`src/rtl/spike_mac_scan_engine_if.sv`:
```
// Serial scan and status signals of spike_mac_scan_engine.
// The engine connects through the slave modport; the driver side uses master.
interface spike_mac_scan_engine_if;
    logic scanIn;
    logic SC_EN;
    logic scanOut;
    logic busy;
    logic done;
    logic sat;
    logic sc_err;

    modport master (
        output scanIn, SC_EN,
        input  scanOut, busy, done, sat, sc_err
    );

    modport slave (
        input  scanIn, SC_EN,
        output scanOut, busy, done, sat, sc_err
    );
endinterface

```
`src/rtl/spike_mac_scan_engine.sv`:
```
// Scan-loaded spiking MAC: serial load of spikes/weights/header, row-serial saturating accumulate, serial readout.
// Optional macro SPIKE_MAC_LEAK_EN adds a leak step before accumulation on passes without CLR.
module spike_mac_scan_engine #(
    parameter int IN_LEN     = 8,
    parameter int OUT_LEN    = 8,
    parameter int W_WIDTH    = 8,
    parameter int ACC_WIDTH  = 16,
    parameter int LEAK_SHIFT = 3
) (
    input  logic                  CLK,
    input  logic                  RESET,
    spike_mac_scan_engine_if.slave sif
);
    localparam int L_IN  = IN_LEN + IN_LEN * OUT_LEN * W_WIDTH + 2;
    localparam int L_OUT = OUT_LEN * ACC_WIDTH;
    localparam int ROW_W = (IN_LEN > 1) ? $clog2(IN_LEN) : 1;
    localparam logic [ROW_W-1:0]     LAST_ROW = ROW_W'(IN_LEN - 1);
    localparam logic [ACC_WIDTH-1:0] ACC_MAX  = {1'b0, {(ACC_WIDTH-1){1'b1}}};
    localparam logic [ACC_WIDTH-1:0] ACC_MIN  = {1'b1, {(ACC_WIDTH-1){1'b0}}};

    typedef enum logic [2:0] {
        S_IDLE,
        S_CLEAR,
        S_LEAK,
        S_ACCUM,
        S_LOAD
    } state_e;

    state_e               state_q, state_d;
    logic [ROW_W-1:0]     row_q, row_d;
    logic [L_IN-1:0]      in_sr_q, in_sr_d;
    logic [L_OUT-1:0]     out_sr_q, out_sr_d;
    logic [ACC_WIDTH-1:0] acc_q [OUT_LEN];
    logic [ACC_WIDTH-1:0] acc_d [OUT_LEN];
    logic                 sat_q, sat_d;
    logic                 sc_err_q, sc_err_d;
    logic                 sc_en_q;

    logic                 busy;
    logic                 start;
    logic [IN_LEN-1:0]    spikes;
    logic [W_WIDTH-1:0]   row_w [OUT_LEN];

    // Result is {clamped, sum}; the sum is clamped to the signed accumulator range.
    function automatic logic [ACC_WIDTH:0] sat_add(input logic [ACC_WIDTH-1:0] a,
                                                   input logic [W_WIDTH-1:0]   w);
        logic [ACC_WIDTH:0] sum;
        sum = {a[ACC_WIDTH-1], a} + {{(ACC_WIDTH + 1 - W_WIDTH){w[W_WIDTH-1]}}, w};
        if (sum[ACC_WIDTH] != sum[ACC_WIDTH-1]) begin
            return {1'b1, (sum[ACC_WIDTH] ? ACC_MIN : ACC_MAX)};
        end
        return {1'b0, sum[ACC_WIDTH-1:0]};
    endfunction

    function automatic logic [ACC_WIDTH-1:0] leak_step(input logic [ACC_WIDTH-1:0] a);
        return a - ($signed(a) >>> LEAK_SHIFT);
    endfunction

    assign busy   = (state_q != S_IDLE);
    assign spikes = in_sr_q[IN_LEN-1:0];
    // A start needs a registered falling edge of SC_EN and a VALID header bit.
    assign start  = sc_en_q && !sif.SC_EN && !busy && in_sr_q[L_IN-1];

    always_comb begin
        for (int j = 0; j < OUT_LEN; j++) begin
            row_w[j] = in_sr_q[IN_LEN + j * W_WIDTH + int'(row_q) * W_WIDTH * OUT_LEN +: W_WIDTH];
        end
    end

    always_comb begin
        logic [ACC_WIDTH:0] add_r;
        // NOTE: every next-state variable takes its hold value first, so no branch can infer a latch.
        state_d  = state_q;
        row_d    = row_q;
        in_sr_d  = in_sr_q;
        out_sr_d = out_sr_q;
        acc_d    = acc_q;
        sat_d    = sat_q;
        sc_err_d = sc_err_q;
        add_r    = '0;

        if (sif.SC_EN) begin
            if (busy) begin
                sc_err_d = 1'b1;
            end else begin
                in_sr_d  = {sif.scanIn, in_sr_q[L_IN-1:1]};
                out_sr_d = {1'b0, out_sr_q[L_OUT-1:1]};
            end
        end

        case (state_q)
            S_IDLE: begin
                if (start) begin
                    if (in_sr_q[L_IN-2]) begin
                        state_d = S_CLEAR;
                    end else begin
`ifdef SPIKE_MAC_LEAK_EN
                        state_d = S_LEAK;
`else
                        state_d = S_ACCUM;
`endif
                    end
                end
            end
            S_CLEAR: begin
                for (int j = 0; j < OUT_LEN; j++) begin
                    acc_d[j] = '0;
                end
                sat_d   = 1'b0;
                state_d = S_ACCUM;
            end
            S_LEAK: begin
`ifdef SPIKE_MAC_LEAK_EN
                for (int j = 0; j < OUT_LEN; j++) begin
                    acc_d[j] = leak_step(acc_q[j]);
                end
`endif
                state_d = S_ACCUM;
            end
            S_ACCUM: begin
                if (spikes[row_q]) begin
                    for (int j = 0; j < OUT_LEN; j++) begin
                        add_r    = sat_add(acc_q[j], row_w[j]);
                        acc_d[j] = add_r[ACC_WIDTH-1:0];
                        if (add_r[ACC_WIDTH]) begin
                            sat_d = 1'b1;
                        end
                    end
                end
                if (row_q == LAST_ROW) begin
                    row_d   = '0;
                    state_d = S_LOAD;
                end else begin
                    row_d = row_q + 1'b1;
                end
            end
            S_LOAD: begin
                for (int j = 0; j < OUT_LEN; j++) begin
                    out_sr_d[j * ACC_WIDTH +: ACC_WIDTH] = acc_q[j];
                end
                state_d = S_IDLE;
            end
            default: state_d = S_IDLE;
        endcase
    end

    always_ff @(posedge CLK) begin
        if (RESET) begin
            state_q  <= S_IDLE;
            row_q    <= '0;
            in_sr_q  <= '0;
            out_sr_q <= '0;
            sat_q    <= 1'b0;
            sc_err_q <= 1'b0;
            // Held high so a low SC_EN right after reset is not taken as a start edge.
            sc_en_q  <= 1'b1;
            // NOTE: the accumulators are architectural state that RESET must zero, so this array is reset like any flop.
            for (int j = 0; j < OUT_LEN; j++) begin
                acc_q[j] <= '0;
            end
        end else begin
            // NOTE: all state updates are non-blocking so every flop samples pre-edge values.
            state_q  <= state_d;
            row_q    <= row_d;
            in_sr_q  <= in_sr_d;
            out_sr_q <= out_sr_d;
            sat_q    <= sat_d;
            sc_err_q <= sc_err_d;
            sc_en_q  <= sif.SC_EN;
            for (int j = 0; j < OUT_LEN; j++) begin
                acc_q[j] <= acc_d[j];
            end
        end
    end

    assign sif.scanOut = out_sr_q[0];
    assign sif.busy    = busy;
    assign sif.done    = (state_q == S_LOAD);
    assign sif.sat     = sat_q;
    assign sif.sc_err  = sc_err_q;
endmodule

```
`src/flat_wrapper.sv`:
```
// flat-port wrapper written by rule: the top's interface ports become plain ports
module spike_mac_scan_engine_flat 
#(
    parameter int IN_LEN     = 8,
    parameter int OUT_LEN    = 8,
    parameter int W_WIDTH    = 8,
    parameter int ACC_WIDTH  = 16,
    parameter int LEAK_SHIFT = 3
)
  (CLK, RESET, sif_scanIn, sif_SC_EN, sif_scanOut, sif_busy, sif_done, sif_sat, sif_sc_err);
  spike_mac_scan_engine_if sif_i ();
  input  logic CLK;
  input  logic RESET;
  input wire logic [$bits(sif_i.scanIn)-1:0] sif_scanIn;
  input wire logic [$bits(sif_i.SC_EN)-1:0] sif_SC_EN;
  output wire logic [$bits(sif_i.scanOut)-1:0] sif_scanOut;
  output wire logic [$bits(sif_i.busy)-1:0] sif_busy;
  output wire logic [$bits(sif_i.done)-1:0] sif_done;
  output wire logic [$bits(sif_i.sat)-1:0] sif_sat;
  output wire logic [$bits(sif_i.sc_err)-1:0] sif_sc_err;
  assign sif_i.scanIn = sif_scanIn;
  assign sif_i.SC_EN = sif_SC_EN;
  assign sif_scanOut = sif_i.scanOut;
  assign sif_busy = sif_i.busy;
  assign sif_done = sif_i.done;
  assign sif_sat = sif_i.sat;
  assign sif_sc_err = sif_i.sc_err;
  spike_mac_scan_engine #(.IN_LEN(IN_LEN), .OUT_LEN(OUT_LEN), .W_WIDTH(W_WIDTH), .ACC_WIDTH(ACC_WIDTH), .LEAK_SHIFT(LEAK_SHIFT)) u_core (.CLK(CLK), .RESET(RESET), .sif(sif_i));
endmodule
```
`config.mk`:
```
export PLATFORM = sky130hd
export DESIGN_NAME = spike_mac_scan_engine_flat
export DESIGN_NICKNAME = d
export VERILOG_FILES = /design/src/rtl/spike_mac_scan_engine_if.sv /design/src/rtl/spike_mac_scan_engine.sv /design/src/flat_wrapper.sv
export SDC_FILE = /design/constraint.sdc
export NUM_CORES = 2
export LEC_CHECK = 0
export BUFFER_PORTS_ARGS = -buffer_cell sky130_fd_sc_hd__buf_4
export CORE_MARGIN = 10
export CORE_UTILIZATION = 64
export CTS_CLUSTER_DIAMETER = 60
export DETAILED_ROUTE_END_ITERATION = 10
export PLACE_DENSITY = 0.8
export REMOVE_ABC_BUFFERS = 1
export SYNTH_ARGS = -nofsm -noshare
export SYNTH_HDL_FRONTEND = slang
export SYNTH_SLANG_ARGS = --single-unit
```
`constraint.sdc`:
```
create_clock -name CLK -period 5.9 [get_ports CLK]
set_input_delay 0.59 -clock CLK [delete_from_list [all_inputs] [get_ports CLK]]
set_output_delay 0.59 -clock CLK [all_outputs]
set_load 0.03 [all_outputs]
```
==> impl_metrics.csv <==
group,metric,value,unit
cells_and_area,multi_input_area,19890,um2
routing,drc,0,
synth,avgSynthCellArea,8.428,um2
die,start_util,64.39,%
cells_and_area,drive_gt1_share,9.339,%
sta,post-route-min-period,5.332,ns
global_routing,grt_max_degree,235,
die,die_w,260.7,um
sta,relSlewSlack,19.87,%
worst_hold_path,hold_path.class,"in2reg",
clocking,clkTransAtPathRegs,0.06,ns
die,core_area,57590,um2
placed_design,place_ws,0.6014,ns
cells_and_area,fin_area,40050,um2
sta,finClkSkew,0.02751,ns
die,rows,88,
clocking,root_buffer,"clkbuf_16",
sta,maxSlewViolCount,0,
placed_design,gp_congestion,0.8458,
setup_path,crit_required,6.43,ns
cells_and_area,fillCellCount,4558,
sta,setup_viol,0,
synth,synthFlopType,"dfxtp_1",
synth,ys_warn_count,0,
setup_path,worst-path-max-fanout,52,
global_routing,grt_pass1_wl,141300,um
clocking,clk_latency,0.63,ns
sta,fmax,187.5,MHz
routing,detail_route.first_pass.iterations,9,
clocking,clock_sinks,787,
synth,syn_area,37080,um2
routing,wl,83990,um
synth,synth-edff-count,0,
setup_path,crit_type,"reg2reg",
setup_path,worstPathArrival,5.86,ns
power_and_ir_drop,powerDensity,283.1,nW/um2
power_and_ir_drop,swShare,25.51,%
global_routing,grt_usage,24.24,%
synth,synth_cell_type_count,71,
die,die_h,260.7,um
routing,wl_per_cell,16.64,um
global_routing,antenna_found_initial,1,
power_and_ir_drop,clkPwrFrac,44.5,%
placed_design,placed_area,37450,um2
setup_path,critPathLaunch,"u_core.row_q[0]",
die,ios,9,
sta,tns,0,ns
routing,ant_nets,0,
clocking,cts_hold_buf,0,
setup_path,cp-start-kind,"register",
clocking,post_cts_resized,0,
worst_hold_path,min_from,"sif_scanIn",
die,dieArea,67970,um2
outcome,status,"finished, final reports clean",
power_and_ir_drop,p_int,0.008446,W
power_and_ir_drop,p_seq_share,47.1,%
synth,async_flop_share,0,%
power_and_ir_drop,pwr-share-comb,8.4,%
sta,tightest_slew,1.202,ns
placed_design,io_buffers,8,
sta,rsz0062_at_grt,"no",
cells_and_area,syn_to_final_growth,8.004,%
power_and_ir_drop,p_switching,0.002893,W
sta,setup_ws,0.5676,ns
global_routing,grt_pass1_vias,28845,
power_and_ir_drop,p_leak,13.94,nW
placed_design,detailed_place_hpwl,51090,um
job,maxCapViolCount,0,
sta,hold_violations,0,
clocking,cts_tree,"built",
sta,finalCritPeriodShare,90.38,%
clocking,cts_buffers,80,
sta,timing.hold.ws,0.2247,ns
setup_path,r2r_start,"u_core.row_q[0]",
clocking,clk_path_buf_depth,3,
synth,synth_cells,4400,
global_routing,gr-total-overflow,0,
routing,dr_total_vias,30670,
cells_and_area,antennaDiodeCount,0,
synth,yosysSeqAreaShare,42.49,%
clocking,post_cts_buffers,0,
setup_path,endpoint_kind,"register",
power_and_ir_drop,peakVddDrop,240.7,uV
synth,ys_seq_elements,787,
routing,drt_iter0_markers,2964,
cells_and_area,final_nets,4381,
clocking,htreeDepth,3,
cells_and_area,register_area,15770,um2
routing,vias_per_cell,6.076,
==> placed cells by master (no fill, tap or decap), types with 7 or more instances in the layout <==
cell type	instances
nand2b_1	17
ha_1	144
buf_12	10
clkbuf_8	18
clkinv_2	15
xor2_1	37
o221ai_1	66
fa_1	8
a21o_1	27
or2_2	7
o21bai_1	27
mux2_2	58
o21ai_0	145
a211oi_1	25
inv_1	60
xnor2_1	56
mux2i_1	11
o21ai_1	16
buf_4	53
nand2_1	1266
o211ai_1	14
a222oi_1	62
nor2b_1	14
nand3_1	23
a21oi_1	751
nor2_1	165
nor3_1	38
dfxtp_1	784
mux4_2	130
clkbuf_1	18
o21a_1	21
clkbuf_16	82
==> power groups by stage <==
stage          Combinational, W  Sequential [W]  Clock, W
2_1_floorplan          0.000518         0.00548         0
3_3_place_gp           0.000947         0.00546         0
3_5_place_dp           0.000945         0.00546         0
4_1_cts                0.000948         0.00534   0.00512
5_1_grt                 0.00104         0.00534   0.00534
6_report               0.000953         0.00534   0.00504
==> state kept, by name, summed over array words and instances, names as in the netlist <==
name	count
u_core.acc_q	128
u_core.in_sr_q	522
u_core.out_sr_q	128
u_core.row_q	3
u_core.sc_en_q	1
u_core.sif.sat	1
u_core.sif.sc_err	1
u_core.state_q	3
==> cell usage after synthesis (7+ instances only) <==
master,count,share of area [%]
a21o_1,28,0.57
mux2_2,58,1.8
mux4_2,130,7.9
a211oi_1,25,0.51
nand2b_1,17,0.29
o211ai_1,14,0.28
inv_1,60,0.61
buf_2,10,0.13
a21oi_1,751,10
buf_1,24,0.24
nand2_1,1267,13
a222oi_1,62,1.7
mux2i_1,11,0.30
nor2b_1,14,0.24
nor3_1,38,0.51
and2_1,7,0.12
xnor2_1,56,1.3
dfxtp_1,787,42
nand3_1,23,0.31
o21a_1,22,0.45
o21bai_1,27,0.55
o21ai_1,17,0.23
o21ai_0,145,2.0
fa_1,8,0.43
ha_1,144,4.9
clkbuf_1,279,2.8
o221ai_1,66,1.6
xor2_1,37,0.87
or2_2,7,0.12
nor2_1,165,1.7
==> path summary, 6_finish.rpt <==
check                                      endpoint  slack, ns  cells past startpoint
worst max-delay path               u_core.acc_q[97]       0.57                     16
worst min-delay path            u_core.in_sr_q[521]       0.22                      3
worst max register to register     u_core.acc_q[97]       0.57                     16
worst min register to register   u_core.in_sr_q[80]       0.45                      2
==> per-layer routing <==
layer	up-vias	track usage, %	share of wire (%)
met4	2	7.363	2.1
met3	114	3.023	5.3
met2	757	39.98	47
li1	15022	-	-
met1	14775	32.84	45
met5	-	0	0.015
==> cell families (layout without fill, tap and decap cells) <==
kind of cell               after synthesis  in the layout  synth area share (%)
adders and majority gates              152            152                 5.291
buffers and inverters                  382            265                 3.981
muxes                                  199            199                 9.954
AOI/OAI and AO/OA                     1216           1216                 19.34
xor gates and xnor gates                93             93                 2.197
and+or+nand+nor                       1571           1571                 16.75
DFF                                    787            787                 42.49
==> critical path, stage by stage (launching register included) <==
cell	delay (ns)
dfxtp_4	0.37
buf_12	0.36
buf_4	0.41
mux4_2	0.54
mux2_2	0.39
ha_1	0.38
a21o_1	0.21
a21o_1	0.19
a21oi_1	0.21
o21ai_0	0.12
a21oi_1	0.25
o21ai_0	0.21
xnor2_1	0.17
ha_1	0.30
a21oi_1	0.67
o21ai_0	0.24
a21oi_1	0.19
==> final cells by class <==
type                       count  share of cell area (%)
clock buffer                 118                   5.911
clock inverter                22                  0.5717
inverter                      61                  0.5717
multi-input combinational   3231                   49.66
sequential                   787                   39.37
tap                          765                   2.390
timing repair buffer          64                   1.531
==> through the flow <==
step / util, % / instances / total power, W
2_1_floorplan: - / 4079 / 0.005998
3_3_place_gp: 65.04 / 4908 / 0.006407
3_5_place_dp: 65.04 / 4908 / 0.006405
4_1_cts: 69.55 / 5048 / 0.01141
5_1_grt: 69.55 / 5048 / 0.01172
6_report: 69.55 / 5048 / 0.01134
Note: power is estimated with default switching activity, not from simulation.
